### src/rtl/led_chain_driver_pkg.sv
// Shared definitions for led_chain_driver: sequencer state type and board defaults.
package led_drv_pkg;

  typedef enum logic [2:0] {
    S_IDLE,
    S_SETUP,
    S_HIGH,
    S_LOW,
    S_LATCH,
    S_HOLD
  } drv_state_t;

  localparam int unsigned CLOCK_5_HZ = 5000000;
  // 40 ms display hold at CLOCK_5
  localparam int unsigned HOLD_40MS  = CLOCK_5_HZ / 25;

endpackage

### src/rtl/led_chain_driver_if.sv
// Control/pin bundle between display logic (master) and led_chain_driver (slave).
interface led_chain_driver_if #(
  parameter int BITS     = 8,
  parameter int PWM_BITS = 4
);
  logic                start;
  logic [BITS-1:0]     data;
  logic [PWM_BITS-1:0] brightness;
  logic                busy;
  logic                done;
  logic                sdi;
  logic                sclk;
  logic                latch;
  logic                n_output_enable;

  modport master (
    output start, data, brightness,
    input  busy, done, sdi, sclk, latch, n_output_enable
  );

  modport slave (
    input  start, data, brightness,
    output busy, done, sdi, sclk, latch, n_output_enable
  );
endinterface

### src/rtl/led_chain_driver_pwm.sv
// led_pwm: free-running brightness counter with active-low compare output.
// Used by led_chain_driver only when LED_CHAIN_PWM_EN is defined.
module led_pwm #(
  parameter int PWM_BITS = 4
) (
  input  logic                CLOCK_5,
  input  logic                reset,
  input  logic                clear,
  input  logic                enable,
  input  logic [PWM_BITS-1:0] level,
  output logic                n_out
);
  logic [PWM_BITS-1:0] r_cnt;

  always_ff @(posedge CLOCK_5 or posedge reset) begin
    if (reset)       r_cnt <= '0;
    else if (clear)  r_cnt <= '0;
    else if (enable) r_cnt <= r_cnt + PWM_BITS'(1);
  end

  // level of all-ones keeps the output enabled on every count
  assign n_out = !(r_cnt <= level);
endmodule

### src/rtl/led_chain_driver.sv
// led_chain_driver: captures a chain frame, shifts it out on SDI/SCLK, latches, then holds nOE low.
// Define LED_CHAIN_PWM_EN to modulate nOE with the captured brightness during display.
module led_chain_driver
  import led_drv_pkg::*;
#(
  parameter int NUM_DEVICES = 1,
  parameter int CLK_DIV     = 1,
  parameter int HOLD_TICKS  = HOLD_40MS,
  parameter int PWM_BITS    = 4
) (
  input  logic              CLOCK_5,
  input  logic              reset,
  led_chain_driver_if.slave bus
);
  localparam int BITS     = 8 * NUM_DEVICES;
  localparam int HOLD_EFF = (HOLD_TICKS < 1) ? 1 : HOLD_TICKS;
  localparam int HW       = $clog2(HOLD_EFF + 1);
  localparam int BW       = (BITS > 1) ? $clog2(BITS) : 1;
  localparam int DW       = (CLK_DIV > 1) ? $clog2(CLK_DIV) : 1;
  localparam logic [BW-1:0] BIT_LAST  = BW'(BITS - 1);
  localparam logic [DW-1:0] DIV_LAST  = DW'(CLK_DIV - 1);
  localparam logic [HW-1:0] HOLD_LAST = HW'(HOLD_EFF - 1);

  drv_state_t      r_state, w_state_n;
  logic [BITS-1:0] r_shift, w_shift_n;
  logic [BW-1:0]   r_bit_cnt, w_bit_cnt_n, w_bit_next;
  logic [DW-1:0]   r_div_cnt, w_div_cnt_n;
  logic [HW-1:0]   r_hold_cnt, w_hold_cnt_n;
  logic            r_frame_valid, w_valid_n;
  logic            r_sdi, w_sdi_n;
  logic            r_sclk, w_sclk_n;
  logic            r_latch, w_latch_n;
  logic            r_busy, w_busy_n;
  logic            r_done, w_done_n;
  logic            r_noe, w_noe_n;
  logic            w_accept;
  logic            w_div_end;
  logic            w_on_noe;

  assign w_div_end  = (r_div_cnt == DIV_LAST);
  assign w_bit_next = r_bit_cnt + BW'(1);

  // Outputs are registered from the next-state decode so each one is aligned with its state.
  always_comb begin
    w_state_n    = r_state;
    w_shift_n    = r_shift;
    w_bit_cnt_n  = r_bit_cnt;
    w_div_cnt_n  = r_div_cnt;
    w_hold_cnt_n = r_hold_cnt;
    w_valid_n    = r_frame_valid;
    w_sdi_n      = r_sdi;
    w_sclk_n     = 1'b0;
    w_latch_n    = 1'b0;
    w_busy_n     = r_busy;
    w_done_n     = 1'b0;
    w_noe_n      = r_noe;
    w_accept     = 1'b0;
    case (r_state)
      S_IDLE: begin
        w_noe_n = r_frame_valid ? w_on_noe : 1'b1;
        if (bus.start) begin
          w_accept    = 1'b1;
          w_shift_n   = bus.data;
          w_bit_cnt_n = '0;
          w_div_cnt_n = '0;
          w_busy_n    = 1'b1;
          w_noe_n     = 1'b1;
          w_sdi_n     = bus.data[0];
          w_state_n   = S_SETUP;
        end
      end
      S_SETUP: begin
        if (w_div_end) begin
          w_div_cnt_n = '0;
          w_sclk_n    = 1'b1;
          w_state_n   = S_HIGH;
        end else begin
          w_div_cnt_n = r_div_cnt + DW'(1);
        end
      end
      S_HIGH: begin
        if (w_div_end) begin
          w_div_cnt_n = '0;
          w_state_n   = S_LOW;
        end else begin
          w_sclk_n    = 1'b1;
          w_div_cnt_n = r_div_cnt + DW'(1);
        end
      end
      S_LOW: begin
        if (!w_div_end) begin
          w_div_cnt_n = r_div_cnt + DW'(1);
        end else if (r_bit_cnt == BIT_LAST) begin
          w_div_cnt_n = '0;
          w_sdi_n     = 1'b0;
          w_latch_n   = 1'b1;
          w_state_n   = S_LATCH;
        end else begin
          w_div_cnt_n = '0;
          w_bit_cnt_n = w_bit_next;
          w_sdi_n     = r_shift[w_bit_next];
          w_state_n   = S_SETUP;
        end
      end
      S_LATCH: begin
        if (w_div_end) begin
          w_div_cnt_n  = '0;
          w_valid_n    = 1'b1;
          w_hold_cnt_n = '0;
          w_noe_n      = w_on_noe;
          w_state_n    = S_HOLD;
        end else begin
          w_latch_n   = 1'b1;
          w_div_cnt_n = r_div_cnt + DW'(1);
        end
      end
      S_HOLD: begin
        w_noe_n = w_on_noe;
        if (r_hold_cnt == HOLD_LAST) begin
          w_done_n  = 1'b1;
          w_busy_n  = 1'b0;
          w_state_n = S_IDLE;
        end else begin
          w_hold_cnt_n = r_hold_cnt + HW'(1);
        end
      end
      default: w_state_n = S_IDLE;
    endcase
  end

  always_ff @(posedge CLOCK_5 or posedge reset) begin
    if (reset) begin
      r_state       <= S_IDLE;
      r_shift       <= '0;
      r_bit_cnt     <= '0;
      r_div_cnt     <= '0;
      r_hold_cnt    <= '0;
      r_frame_valid <= 1'b0;
      r_sdi         <= 1'b0;
      r_sclk        <= 1'b0;
      r_latch       <= 1'b0;
      r_busy        <= 1'b0;
      r_done        <= 1'b0;
      r_noe         <= 1'b1;
    end else begin
      r_state       <= w_state_n;
      r_shift       <= w_shift_n;
      r_bit_cnt     <= w_bit_cnt_n;
      r_div_cnt     <= w_div_cnt_n;
      r_hold_cnt    <= w_hold_cnt_n;
      r_frame_valid <= w_valid_n;
      r_sdi         <= w_sdi_n;
      r_sclk        <= w_sclk_n;
      r_latch       <= w_latch_n;
      r_busy        <= w_busy_n;
      r_done        <= w_done_n;
      r_noe         <= w_noe_n;
    end
  end

`ifdef LED_CHAIN_PWM_EN
  logic [PWM_BITS-1:0] r_brightness;
  logic                w_pwm_n;
  logic                w_pwm_en;

  always_ff @(posedge CLOCK_5 or posedge reset) begin
    if (reset)         r_brightness <= '0;
    else if (w_accept) r_brightness <= bus.brightness;
  end

  // Counter advances with the state being entered so the first display cycle compares count 0.
  assign w_pwm_en = (w_state_n == S_HOLD) || ((w_state_n == S_IDLE) && w_valid_n);

  led_pwm #(.PWM_BITS(PWM_BITS)) u_pwm (
    .CLOCK_5 (CLOCK_5),
    .reset   (reset),
    .clear   (w_accept),
    .enable  (w_pwm_en),
    .level   (r_brightness),
    .n_out   (w_pwm_n)
  );

  assign w_on_noe = w_pwm_n;
`else
  logic [PWM_BITS-1:0] w_unused_brightness;
  assign w_unused_brightness = bus.brightness;
  assign w_on_noe            = 1'b0;
`endif

  assign bus.sdi             = r_sdi;
  assign bus.sclk            = r_sclk;
  assign bus.latch           = r_latch;
  assign bus.busy            = r_busy;
  assign bus.done            = r_done;
  assign bus.n_output_enable = r_noe;
endmodule

### src/flat_wrapper.sv
// flat-port wrapper written by rule: the top's interface ports become plain ports
module led_chain_driver_flat import led_drv_pkg::*;
#(
  parameter int NUM_DEVICES = 1,
  parameter int CLK_DIV     = 1,
  parameter int HOLD_TICKS  = HOLD_40MS,
  parameter int PWM_BITS    = 4
)
  (CLOCK_5, reset, bus_start, bus_data, bus_brightness, bus_busy, bus_done, bus_sdi, bus_sclk, bus_latch, bus_n_output_enable);
  led_chain_driver_if #(.PWM_BITS(PWM_BITS)) bus_i ();
  input  logic CLOCK_5;
  input  logic reset;
  input wire logic [$bits(bus_i.start)-1:0] bus_start;
  input wire logic [$bits(bus_i.data)-1:0] bus_data;
  input wire logic [$bits(bus_i.brightness)-1:0] bus_brightness;
  output wire logic [$bits(bus_i.busy)-1:0] bus_busy;
  output wire logic [$bits(bus_i.done)-1:0] bus_done;
  output wire logic [$bits(bus_i.sdi)-1:0] bus_sdi;
  output wire logic [$bits(bus_i.sclk)-1:0] bus_sclk;
  output wire logic [$bits(bus_i.latch)-1:0] bus_latch;
  output wire logic [$bits(bus_i.n_output_enable)-1:0] bus_n_output_enable;
  assign bus_i.start = bus_start;
  assign bus_i.data = bus_data;
  assign bus_i.brightness = bus_brightness;
  assign bus_busy = bus_i.busy;
  assign bus_done = bus_i.done;
  assign bus_sdi = bus_i.sdi;
  assign bus_sclk = bus_i.sclk;
  assign bus_latch = bus_i.latch;
  assign bus_n_output_enable = bus_i.n_output_enable;
  led_chain_driver #(.NUM_DEVICES(NUM_DEVICES), .CLK_DIV(CLK_DIV), .HOLD_TICKS(HOLD_TICKS), .PWM_BITS(PWM_BITS)) u_core (.CLOCK_5(CLOCK_5), .reset(reset), .bus(bus_i));
endmodule
### config.mk
export PLATFORM = sky130hd
export DESIGN_NAME = led_chain_driver_flat
export DESIGN_NICKNAME = d
export VERILOG_FILES = /design/src/rtl/led_chain_driver_pkg.sv /design/src/rtl/led_chain_driver_if.sv /design/src/rtl/led_chain_driver_pwm.sv /design/src/rtl/led_chain_driver.sv /design/src/flat_wrapper.sv
export SDC_FILE = /design/constraint.sdc
export NUM_CORES = 1
export LEC_CHECK = 0
export CAP_MARGIN = 20
export CORE_MARGIN = 1
export CORE_UTILIZATION = 50
export DETAILED_ROUTE_END_ITERATION = 16
export GPL_TIMING_DRIVEN = 0
export PLACE_DENSITY = 0.8
export SYNTH_ARGS = -nofsm -noshare
export SYNTH_HDL_FRONTEND = slang
export SYNTH_HIERARCHICAL = 1
export SYNTH_SLANG_ARGS = --single-unit
### constraint.sdc
create_clock -name CLOCK_5 -period 1.8 [get_ports CLOCK_5]
set_input_delay 0.54 -clock CLOCK_5 [delete_from_list [all_inputs] [get_ports CLOCK_5]]
set_output_delay 0.54 -clock CLOCK_5 [all_outputs]
set_load 0.05 [all_outputs]
==> flow_metrics.tcl <==
set metrics [dict create \
    status "finished with violations" \
    violations "negative setup slack" \
    hold_buffers 0 \
    peakVddDrop_uv 574.2 \
    rows 22 \
    synth_area_leaders "dfrtp_1 (46%), mux2_2 (5.5%), nand2_1 (3.8%)" \
    layout-drive-gt1-share_pct 32.64 \
    cts_num_sinks 39 \
    worstSetupPathType "reg2reg" \
    synth.top_cell.area_share_pct 46.23 \
    critPathMaxFanout 3 \
    syn_nets 215 \
    crit_arrival_ns 1.98 \
    hold_class "reg2reg" \
    grt_overflow 0 \
    setup_slack_ns -0.008157 \
    synth_top_area_cell "dfrtp_1" \
    coreArea_um2 3799 \
    setup_viol 1 \
    setup_tns_ns -0.008157 \
    drtPass1Iterations 5 \
    period_minus_slack_ns 1.808 \
    viasPerCell 6.138 \
    busiest_layer "met2" \
    required_ns 1.97 \
    ys_warn_count 6 \
    h-tree-depth 2 \
    io_pins 21 \
    wl_mm 5.159 \
    drt_iter0_drc 211 \
    pwr_density_cell_nw_per_um2 672.1 \
    final-hold-violation-count 0 \
    rsz0062_at_grt "yes" \
    fin_area_um2 2694 \
    drv_cap 0 \
    area_growth_pct 30.96 \
    ant_nets 0 \
    initial_core_util_pct 54.15 \
    synth_ff_type "dfrtp_1" \
    synth_edf_count 0 \
    use_met1_pct 33.96 \
    nNetsFinal 259 \
    yosysSeqAreaShare_pct 47.51 \
    startpoint_type "register" \
    hold_depth 1 \
    dieArea_um2 4375 \
    grtUsageMet3_pct 6.552 \
    die_w_um 66.14 \
    finClkSkew_ns 0.007817 \
    num_vias 1780 \
    grt_max_degree 40 \
    numPortBuffers 16 \
    stdcell_count 290 \
    netlist_area_um2 2057 \
    ys_seq_elements 39 \
    drcViolationCount 0 \
    max_freq_mhz 553.0 \
    synthDistinctLibCells 57 \
    cts_root_buf "clkbuf_8" \
    drv_slew 0 \
    slew_headroom_pct 44.89 \
    grtUsageTotal_pct 25.91 \
    fin_util_pct 70.92 \
    grt_pass1_wl_mm 8.293 \
    dp.cells 261 \
    die_height_um 66.14 \
    worstMarginPinSlew_ns 0.8254 \
    grt_pass1_vias 1708 \
    final.period_utilization_pct 100.5 \
    fillers 282 \
    finalPower_mw 1.810 \
    gp_congestion 0.8372 \
    ys_async_sr_fraction_pct 100.0 \
    cts_buffers 5 \
    antennaDiodeCount 0 \
    synthCells 197 \
    dp_hpwl_mm 3.061 \
    clk_pin_slew_ns 0.08 \
    wl_per_cell_um 17.79 \
    cts_buffer_depth 2 \
    critPathCaptureType "register" \
    syn_area_per_cell_um2 10.44 \
    cts_tree "yes" \
    clk-insertion-delay-late_ns 0.30 \
    leakage_nw 1.127 \
    r2r_cells 5 \
    antenna_found_initial 0 \
    grtUsageMet2_pct 41.58 \
    post_dp_cell_area_um2 2286 \
]
## power by group
| group | internal (mW) | switching [mW] |
|---|---|---|
| logic | 0.0302 | 0.0266 |
| registers | 0.885 | 0.00447 |
| clock network | 0.554 | 0.311 |
## metal layers
metal,up-vias,part of all wire (%),wire (um)
li1,831,-,-
met1,878,44,2250
met2,59,48,2497
met3,12,5.8,300
met4,0,2.1,110
met5,-,0,0
## final timing paths
kind,start,end,slack [ns]
max in group asynchronous,reset,u_core/r_hold_cnt[9],0.51
max reg2reg,u_core/r_bit_cnt[0],u_core/bus.sdi,-0.008
min,u_core/r_frame_valid,u_core/r_frame_valid,0.50
min reg2reg,u_core/r_frame_valid,u_core/r_frame_valid,0.50
min in group asynchronous,reset,u_core/r_bit_cnt[1],0.72
max,u_core/r_bit_cnt[0],u_core/bus.sdi,-0.008
## layout by cell type, fill, tap and decap left out, types with 4 or more instances in the layout
cell	n
dlygate4sd2_1	5
nand3_1	6
o21ai_0	11
buf_4	21
o211ai_1	8
dfrtp_1	32
mux2_2	9
and2_1	4
dfrtp_2	6
nor3_1	5
mux2i_1	4
nand2_1	19
nand2b_1	4
clkbuf_1	4
clkbuf_8	5
nor2_1	10
clkdlybuf4s50_1	10
## cell usage after synthesis, types with 2 or more instances
master / number
nand4_1: 2
nor2_1: 10
a22o_1: 2
ha_1: 3
o21a_1: 2
mux2_2: 10
o21ai_0: 11
nor3_1: 5
nand3_1: 9
nand2_1: 21
a21oi_1: 3
mux2i_1: 4
and2_1: 4
clkbuf_1: 5
and2_2: 2
o31ai_1: 2
o22ai_1: 2
o211ai_1: 8
a221o_1: 2
inv_1: 6
nor4_1: 2
or4_2: 2
nand2b_1: 4
mux4_2: 2
and3_1: 2
dfrtp_1: 38
nor4b_1: 3
buf_4: 2
## logic make-up (layout without fill, tap and decap cells)
group	after synthesis	after routing	share of synthesized area, %
DFF	39	39	47.51
buffers and inverters	15	60	3.162
adders and majority gates	3	3	1.825
and+or+nand+nor	78	78	21.47
muxes	16	16	9.611
AOI/OAI and AO/OA	45	45	16.00
xor gates and xnor gates	1	1	0.4259
## metrics by stage
| stage | setup WS [ns] | hold slack, ns |
|---|---|---|
| CTS | -0.008009 | 0.4856 |
| detailed placement | -0.8247 | 0.4673 |
| global placement | -0.8201 | 0.4600 |
| floorplan | 0.02930 | 0.4355 |
| global route | -0.07202 | 0.5173 |
| finish | -0.008157 | 0.4950 |
## final cells by class
class	count	area, um2	area share, %
inverter	6	22.52	0.8360
tap	48	60.06	2.229
sequential	39	984.7	36.55
multi-input combinational	143	1121	41.62
buffer	8	48.80	1.811
clock buffer	6	72.57	2.694
timing repair buffer	38	324.1	12.03
clock inverter	2	60.06	2.229
## worst max-delay path: stages, from the launching register on
cell and delay (ns):
dfrtp_2 0.43, ha_4 0.29, mux4_2 0.50, mux2_4 0.29
nand2_2 0.06, o211ai_1 0.09
## timing repair
| item | 4_1_cts | 5_1_grt |
|---|---|---|
| pin swaps | 4 | 4 |
| resized for setup | 23 | 20 |
| endpoints found under the hold margin | 0 | 0 |
| endpoints found under the setup margin | 26 | 26 |
| buffers inserted | 13 | 9 |
## state kept, by name, indices dropped and copies added (netlist names)
name                        flops
u_core/r_hold_cnt              18
u_core/r_shift                  8
u_core/r_bit_cnt                3
u_core/r_state                  3
u_core/bus.busy                 1
u_core/bus.done                 1
u_core/bus.latch                1
u_core/bus.n_output_enable      1
u_core/bus.sclk                 1
u_core/bus.sdi                  1
u_core/r_frame_valid            1
No activity file was read; power rests on OpenSTA's default activity.
